`src/rtl/qtable_update_ctrl.sv`:
```
// Front-end sequencer for the Q-table update engine: filters RX packets by type,
// buffers them in a small FIFO and runs the engine one packet at a time with a watchdog.
module qtable_update_ctrl #(
    parameter int         WORD_WIDTH = 16,
    parameter int         FIFO_DEPTH = 4,
    parameter logic [7:0] TYPE_MASK  = 8'b0000_0110,
    parameter int         TIMEOUT    = 255
) (
    input  logic                          clk,
    input  logic                          rst,
    input  logic                          pkt_valid,
    output logic                          pkt_ready,
    input  logic [WORD_WIDTH-1:0]         pkt_source_id,
    input  logic [WORD_WIDTH-1:0]         pkt_hops,
    input  logic [WORD_WIDTH-1:0]         pkt_cluster_id,
    input  logic [WORD_WIDTH-1:0]         pkt_energy,
    input  logic [WORD_WIDTH-1:0]         pkt_qvalue,
    input  logic [WORD_WIDTH-1:0]         pkt_known_ch,
    input  logic [2:0]                    pkt_type,
    output logic [WORD_WIDTH-1:0]         f_source_id,
    output logic [WORD_WIDTH-1:0]         f_hops,
    output logic [WORD_WIDTH-1:0]         f_cluster_id,
    output logic [WORD_WIDTH-1:0]         f_energy,
    output logic [WORD_WIDTH-1:0]         f_qvalue,
    output logic [WORD_WIDTH-1:0]         f_known_ch,
    output logic [2:0]                    f_type,
    output logic                          upd_en,
    input  logic                          upd_done,
    output logic                          busy,
    output logic [$clog2(FIFO_DEPTH):0]   fifo_count,
    output logic [WORD_WIDTH-1:0]         drop_count,
    output logic                          timeout_err,
    input  logic                          timeout_clr
);

    localparam int PW  = $clog2(FIFO_DEPTH);
    localparam int CW  = PW + 1;
    localparam int WDW = $clog2(TIMEOUT + 1);

    typedef struct packed {
        logic [2:0]            ptype;
        logic [WORD_WIDTH-1:0] source_id;
        logic [WORD_WIDTH-1:0] hops;
        logic [WORD_WIDTH-1:0] cluster_id;
        logic [WORD_WIDTH-1:0] energy;
        logic [WORD_WIDTH-1:0] qvalue;
        logic [WORD_WIDTH-1:0] known_ch;
    } pkt_t;

    typedef enum logic [2:0] {IDLE, LOAD, START, ARM, WAIT} state_t;

    state_t                state_q, state_d;
    pkt_t                  mem_q [FIFO_DEPTH];
    pkt_t                  mem_d [FIFO_DEPTH];
    pkt_t                  head_q, head_d;
    pkt_t                  in_pkt;
    logic [PW-1:0]         wr_ptr_q, wr_ptr_d;
    logic [PW-1:0]         rd_ptr_q, rd_ptr_d;
    logic [CW-1:0]         count_q, count_d;
    logic                  ready_q, ready_d;
    logic                  upd_en_q, upd_en_d;
    logic [WORD_WIDTH-1:0] drop_q, drop_d;
    logic [WDW-1:0]        wd_q, wd_d;
    logic                  terr_q, terr_d;
    logic                  xfer, accept, push, pop, wd_expire;

    always_comb begin
        in_pkt    = '{ptype: pkt_type, source_id: pkt_source_id, hops: pkt_hops,
                      cluster_id: pkt_cluster_id, energy: pkt_energy,
                      qvalue: pkt_qvalue, known_ch: pkt_known_ch};
        xfer      = pkt_valid && ready_q;
        accept    = TYPE_MASK[pkt_type];
        push      = xfer && accept;
        pop       = (state_q == LOAD);
        mem_d     = mem_q;
        wr_ptr_d  = wr_ptr_q;
        rd_ptr_d  = rd_ptr_q;
        head_d    = head_q;
        drop_d    = drop_q;
        wd_d      = wd_q;
        wd_expire = 1'b0;
        state_d   = state_q;

        if (push) begin
            mem_d[wr_ptr_q] = in_pkt;
            wr_ptr_d        = wr_ptr_q + 1'b1;
        end
        if (pop) begin
            head_d   = mem_q[rd_ptr_q];
            rd_ptr_d = rd_ptr_q + 1'b1;
        end
        count_d = count_q + CW'(push) - CW'(pop);
        ready_d = (count_d != CW'(FIFO_DEPTH));

        if (xfer && !accept && (drop_q != '1)) begin
            drop_d = drop_q + 1'b1;
        end

        // IDLE also reacts to a push in flight so a fresh packet reaches LOAD the next cycle
        case (state_q)
            IDLE:  if (count_q != '0 || push) state_d = LOAD;
            LOAD:  state_d = START;
            START: begin
                wd_d    = '0;
                state_d = ARM;
            end
            ARM:   state_d = WAIT;
            WAIT: begin
                if (upd_done) begin
                    state_d = IDLE;
                end else begin
                    wd_d = wd_q + 1'b1;
                    if (wd_d == WDW'(TIMEOUT)) begin
                        wd_expire = 1'b1;
                        state_d   = IDLE;
                    end
                end
            end
            default: state_d = IDLE;
        endcase

        upd_en_d = (state_d == START);
        terr_d   = timeout_clr ? 1'b0 : (terr_q | wd_expire);
    end

    always_ff @(posedge clk or posedge rst) begin
        if (rst) begin
            state_q  <= IDLE;
            for (int i = 0; i < FIFO_DEPTH; i++) mem_q[i] <= '0;
            head_q   <= '0;
            wr_ptr_q <= '0;
            rd_ptr_q <= '0;
            count_q  <= '0;
            ready_q  <= 1'b0;
            upd_en_q <= 1'b0;
            drop_q   <= '0;
            wd_q     <= '0;
            terr_q   <= 1'b0;
        end else begin
            state_q  <= state_d;
            mem_q    <= mem_d;
            head_q   <= head_d;
            wr_ptr_q <= wr_ptr_d;
            rd_ptr_q <= rd_ptr_d;
            count_q  <= count_d;
            ready_q  <= ready_d;
            upd_en_q <= upd_en_d;
            drop_q   <= drop_d;
            wd_q     <= wd_d;
            terr_q   <= terr_d;
        end
    end

    assign pkt_ready    = ready_q;
    assign f_source_id  = head_q.source_id;
    assign f_hops       = head_q.hops;
    assign f_cluster_id = head_q.cluster_id;
    assign f_energy     = head_q.energy;
    assign f_qvalue     = head_q.qvalue;
    assign f_known_ch   = head_q.known_ch;
    assign f_type       = head_q.ptype;
    assign upd_en       = upd_en_q;
    assign busy         = (state_q != IDLE);
    assign fifo_count   = count_q;
    assign drop_count   = drop_q;
    assign timeout_err  = terr_q;

endmodule
```
`config.mk`:
```
export PLATFORM = sky130hd
export DESIGN_NAME = qtable_update_ctrl
export DESIGN_NICKNAME = d
export VERILOG_FILES = /design/src/rtl/qtable_update_ctrl.sv
export SDC_FILE = /design/constraint.sdc
export NUM_CORES = 1
export LEC_CHECK = 0
export ABC_AREA = 1
export BUFFER_PORTS_ARGS = -buffer_cell sky130_fd_sc_hd__buf_2
export CORE_MARGIN = 2
export CORE_UTILIZATION = 45
export DETAILED_ROUTE_END_ITERATION = 8
export MAX_ROUTING_LAYER = met4
export PLACE_DENSITY_LB_ADDON = 0.25
export SLEW_MARGIN = 20
export SYNTH_ARGS = -nofsm -noshare
export SYNTH_HDL_FRONTEND = slang
export SYNTH_SLANG_ARGS = --single-unit
```
`constraint.sdc`:
```
create_clock -name clk -period 20.2 [get_ports clk]
set_clock_uncertainty 0.1 [all_clocks]
set_input_delay 5.05 -clock clk [delete_from_list [all_inputs] [get_ports clk]]
set_output_delay 5.05 -clock clk [all_outputs]
set_load 0.02 [all_outputs]
```
## Word level (Yosys, flattened, before mapping)

Memories as Yosys holds them, arrays and structs flattened.
Cells that the tools add are included.

| word-level totals | value |
|---|---|
| flip-flop bits (word level) | 532 |
| ROM bits | 8 |
| output and inout bits | 122 |
| memories kept | 1 |

Memory list:

| name | depth | width | rd ports | clocked after Yosys merged registers in | write ports | line | text |
|---|---|---|---|---|---|---|---|
| (no name shown) | 8 | 1 | 1 | 0 | 0 | 72 | `accept = TYPE_MASK[pkt_type];` |

| operators by class | value |
|---|---|
| add/sub/neg operators | 6 |
| equal/unequal tests | 9 |
| mux-type cells | 17 |
| reduce and logical (&&, ||, !) cells | 12 |
| magnitude comparators | 4 |
| bitwise logic cells | 3 |

Operator list:

| cell | count |
|---|---|
| $bwmux W396 | 1 |
| $mux W99 | 3 |
| $bmux W99 S2 | 1 |
| $demux W99 S2 | 1 |
| $add A16 B1 Y16 const B | 1 |
| $ne A16 B16 Y1 const B | 1 |
| $pmux W8 S2 | 1 |
| $pmux W3 S5 | 1 |
| $eq A3 B2 Y1 const B | 3 |
| $mux W3 | 3 |
| $add A8 B1 Y8 const B | 1 |
| $eq A8 B8 Y1 const B | 1 |
| $mux W8 | 1 |
| $ge A3 B3 Y1 const B | 2 |
| $not A2 Y3 | 2 |
| $reduce_bool A3 Y1 | 2 |
| $logic_and A1 B1 Y1 | 5 |
| $mux W1 | 5 |
| $add A2 B1 Y2 const B | 2 |
| $lt A3 B4 Y1 const B | 1 |
| $add A3 B1 Y3 | 1 |
| $eq A3 B1 Y1 const B | 1 |
| $eq A3 B3 Y1 const B | 1 |
| $logic_not A3 Y1 | 1 |
| other kinds (9) | 9 |

## Longest topological paths before layout

| logic depth | value |
|---|---|
| depth after elaboration | 7 |
| gate-level depth with buffers | 14 |
| depth with buffers taken out | 14 |

## Worst setup path before layout

No wires, ideal clock.

| path | value |
|---|---|
| kind | input to register |
| start | input port pkt_type[1] |
| end | register ready_q (netlist: pkt_ready) |
| slack | 13222 ps |
| arrival time | 6761 ps |
| required time | 19983 ps |
| stages | 14 |
| path buffers | 0 |
| path through | inv_1 nand2_4 nand3b_4 nor2_8 inv_1 ha_1 inv_1 ha_1 inv_1 fa_1 xnor2_1 xor2_1 inv_1 nand2_1 |

| between the ends | value |
|---|---|
| cells in the longest elaborated chain, start to end | 6 |

Ends and longest elaborated chain:

| element | line | text |
|---|---|---|
| start: declaration | 19 | `input logic [2:0] pkt_type,` |
| $mem_v2 Z8 W1 | n/a |  |
| $mux W1 (implied by the code) | 72 |  |
| $logic_and A1 B1 Y1 | 73 | `push = xfer && accept;` |
| $add A3 B1 Y3 | 92 | `count_d = count_q + CW'(push) - CW'(pop);` |
| $sub A3 B1 Y3 | 92 |  |
| via count_d[2] | 59 | `logic [CW-1:0] count_q, count_d;` |
| $ne A3 B3 Y1 | 93 | `ready_d = (count_d != CW'(FIFO_DEPTH));` |
| via ready_d | 60 | `logic ready_q, ready_d;` |
| end signal: assignment | 146 | `ready_q <= ready_d;` |
| end: declaration | 60 |  |

The timed path passes the listed nets, and every way through them passes these cells. The select of a mux whose other input is x is not followed.
A chain may end at the register's enable or synchronous reset.

==> out/metrics.csv <==
stage;metric;value;unit
global_route;met2 GRT Util;35.1;%
routing;DRC Markers;0;
global_route;initial antenna violation count;5;
routing;drt pass-1 iters;5;
timing;Slew Limit Fails;0;
clock_tree;hold_buf cts;0;
yosys;post-synth top area share;58.0;%
setup_path;crit path DAT;7.57;ns
routing;DRT iter0 DRCs;1464;
clock_tree;CTS tree;built;
yosys;Yosys reg bits;532;
clock_tree;postcts setup bufs;0;
floorplanning;DIE AREA;52900;sq um
flow_run;max-cap viol count;0;
clock_tree;H-tree Lvls;2;
global_route;first-pass GRT wire length;93.2;mm
routing;vias per inst;5.23;
timing;fmax;141;MHz
worst_hold_path;Hold Path Class;flip-flop to flip-flop;
yosys;top cells by area, synth;dfrtp_1 (58%), nand2_1 (12%), o21ai_0 (7.5%);
clock_tree;clock latency at the later pin of the worst-skew pair;0.60;ns
clock_tree;Clock Tree Root;clkbuf_16;
setup_path;Critical Path Max Stage Delay;0.68;ns
yosys;Post-Syn Nets;2714;
clock_tree;CTS Buf Count;56;
yosys;sequential element share of the synthesized area;58.0;%
global_route;vias in the first global route;17700;
global_route;GRT busiest layer;met2;
routing;post-route ant nets;0;
power_and_ir_drop;sw frac;38.2;%
run_status;status;finished, final reports clean;
final_layout;Layout area overhead;12.8;%
global_route;GRT met1 Usage;29.5;%
final_layout;share of layout cells above drive strength 1;12.3;%
final_layout;post-route cell area;25900;sq um
place;PortBufs;225;
yosys;Yosys Warn Count;0;
floorplanning;row cnt;82;
global_route;gr ovfl total;0;
power_and_ir_drop;switching pwr;1.64;mW
setup_path;slowest cell on the critical path;buf_12;
routing;Vias;18000;
power_and_ir_drop;Int Pwr;2.66;mW
yosys;Netlist Area Pre-Place;23000;sq um
power_and_ir_drop;Cell Pwr Density;166;nW/um^2
power_and_ir_drop;Comb pwr share;34.1;%
power_and_ir_drop;Clk pwr share;23.8;%
floorplanning;die span in y;230;um
power_and_ir_drop;Final Power;4.30;mW
setup_path;most used cell, CP;buf_12;
clock_tree;CTS resizes;0;
place;placer congestion estimate;0.839;
power_and_ir_drop;Leak;13.1;nW
timing;worst rel slew slack;27.0;%
floorplanning;io pins;226;
clock_tree;clock sinks;532;
timing;Final Critical Period;7.11;ns
timing;Final TNS setup;0;ns
power_and_ir_drop;sequential power share;42.1;%
yosys;syn avg cell area;8.83;sq um
floorplanning;core area;50300;sq um
setup_path;nature of the critical path endpoint;asynchronous set/reset pin;
global_route;met3 usage;4.65;%
yosys;Post-synth EDFFs;0;
floorplanning;die width;230;um
yosys;Mapped Cells;2600;
floorplanning;Initial Util;45.7;%
timing;fin crit share;35.2;%
final_layout;nets@finish;2840;
clock_tree;Reg clk slew, reported paths;0.06;ns
yosys;Async SR Flop Fraction;100;%
timing;slew of the pin with the lowest slew margin;1.10;ns
yosys;Unique masters post-synth;33;
yosys;Synth Flop Type;dfrtp_1;
global_route;largest net degree at the start of global routing;178;
setup_path;crit start category;primary input;
timing;Finish-stage setup viols;0;
power_and_ir_drop;VDD IR max;0.0985;mV
clock_tree;clock buffer depth;3;
routing;routed len/inst;16.4;um
setup_path;crit-path max FO;177;
setup_path;Worst Path Class, Setup;primary input to asynchronous set/reset pin;
place;placed cell area;24100;sq um
yosys;largest area contributor in the synthesized netlist;dfrtp_1;
timing;hold slack;0.369;ns
place;HPWL Detailed;32.1;mm
timing;RSZ-0062 raised after global routing;false;
timing;Final Hold Viols;0;
setup_path;Req. time, crit path;20.67;ns
routing;WL final;56.4;mm
setup_path;crit-path cells;buf_2 > inv_8 > buf_12 > buf_12;
global_route;GR Util All Layers;22.3;%
kinds of logic (layout without fill, tap and decap cells):
logic type / Yosys count / count (layout) / synth area share [%]
XOR/XNOR: 18 / 18 / 0.686
adder cells (fa/ha/maj): 10 / 10 / 0.578
multiplexers: 1 / 1 / 0.0490
flip-flops: 532 / 532 / 58.0
AND/OR/NAND/NOR: 1120 / 1120 / 18.9
other: 0 / 5 / 0
buffers and inverters: 314 / 480 / 6.97
AO/OA/AOI/OAI: 605 / 605 / 14.8
Yosys cell counts, drive strengths merged (2+ instances only):
library cell,instances
o22ai,3
clkbuf,66
nand3,12
inv,142
o21a,4
nor2,323
o32ai,98
nand4,7
buf,106
a21oi,2
xor2,13
ha,9
dfrtp,532
nand3b,4
nor3,4
o21ai,498
xnor2,5
nand2,768
state kept, by name, indices dropped and copies added (netlist names):
signal        flops
wd_q              8
mem_q           396
wr_ptr_q          2
f_energy         16
f_qvalue         16
f_hops           16
pkt_ready         1
f_type            3
f_known_ch       16
state_q           3
timeout_err       1
fifo_count        3
upd_en            1
f_cluster_id     16
drop_count       16
rd_ptr_q          2
f_source_id      16
power by group through the flow:
stage / clock, mW / combinational (mW) / sequential (mW)
floorplan: 0 / 1.03 / 1.84
global placement: 0 / 1.44 / 1.80
detailed placement: 0 / 1.48 / 1.82
CTS: 1.05 / 1.49 / 1.81
global route: 1.10 / 1.68 / 1.87
finish: 1.02 / 1.47 / 1.81
worst max-delay path: cells and delay by family:
family,cells,cell delay (ns)
buffers and inverters,4,2.01
routing by layer:
metal | part of all wire [%] | up-vias
met2 | 46 | 459
met4 | 2.2 | 0
met5 | 0 | -
li1 | - | 8723
met1 | 45 | 8728
met3 | 5.9 | 93
per-stage QoR:
step                      instances  utilization (%)  setup slack, ns
after floorplan                2600                -            0.183
after CTS                      3438             51.5            13.15
final                          3443             51.5            13.09
after global placement         3340             47.9            12.59
after global routing           3443             51.5            12.77
after detailed placement       3340             47.9            12.51
area by class of cell:
cell class / count / area, sq um
Multi-Input combinational cell: 1754 / 8100
Fill cell: 4758 / 24400
Clock inverter: 16 / 211
Tap cell: 672 / 841
Sequential cell: 532 / 13300
Inverter: 142 / 548
Timing Repair Buffer: 240 / 1260
Antenna cell: 5 / 12.5
Clock buffer: 82 / 1610
path summary, 6_finish.rpt:
path	startpoint	slack (ns)	to	cells past startpoint
min in group asynchronous	rst	4.52	mem_q[8]	2
hold / removal	mem_q[98]	0.37	mem_q[98]	2
setup reg to reg	rd_ptr_q[0]	16.97	f_known_ch[4]	6
max in group clk	pkt_type[0]	13.28	mem_q[97]	10
setup / recovery	rst	13.09	mem_q[89]	4
hold reg to reg	mem_q[98]	0.37	mem_q[98]	2
layout by cell type (no fill, tap or decap), types with 13 or more instances in the layout:
master / count
nand2_1: 761
dfrtp_1: 530
o21ai_0: 342
nor2_1: 321
buf_2: 225
o21ai_1: 156
inv_1: 138
o32ai_1: 98
clkbuf_16: 57
clkbuf_1: 16
xor2_1: 13
buf_4: 13
Note: power is estimated with default switching activity, not from simulation.
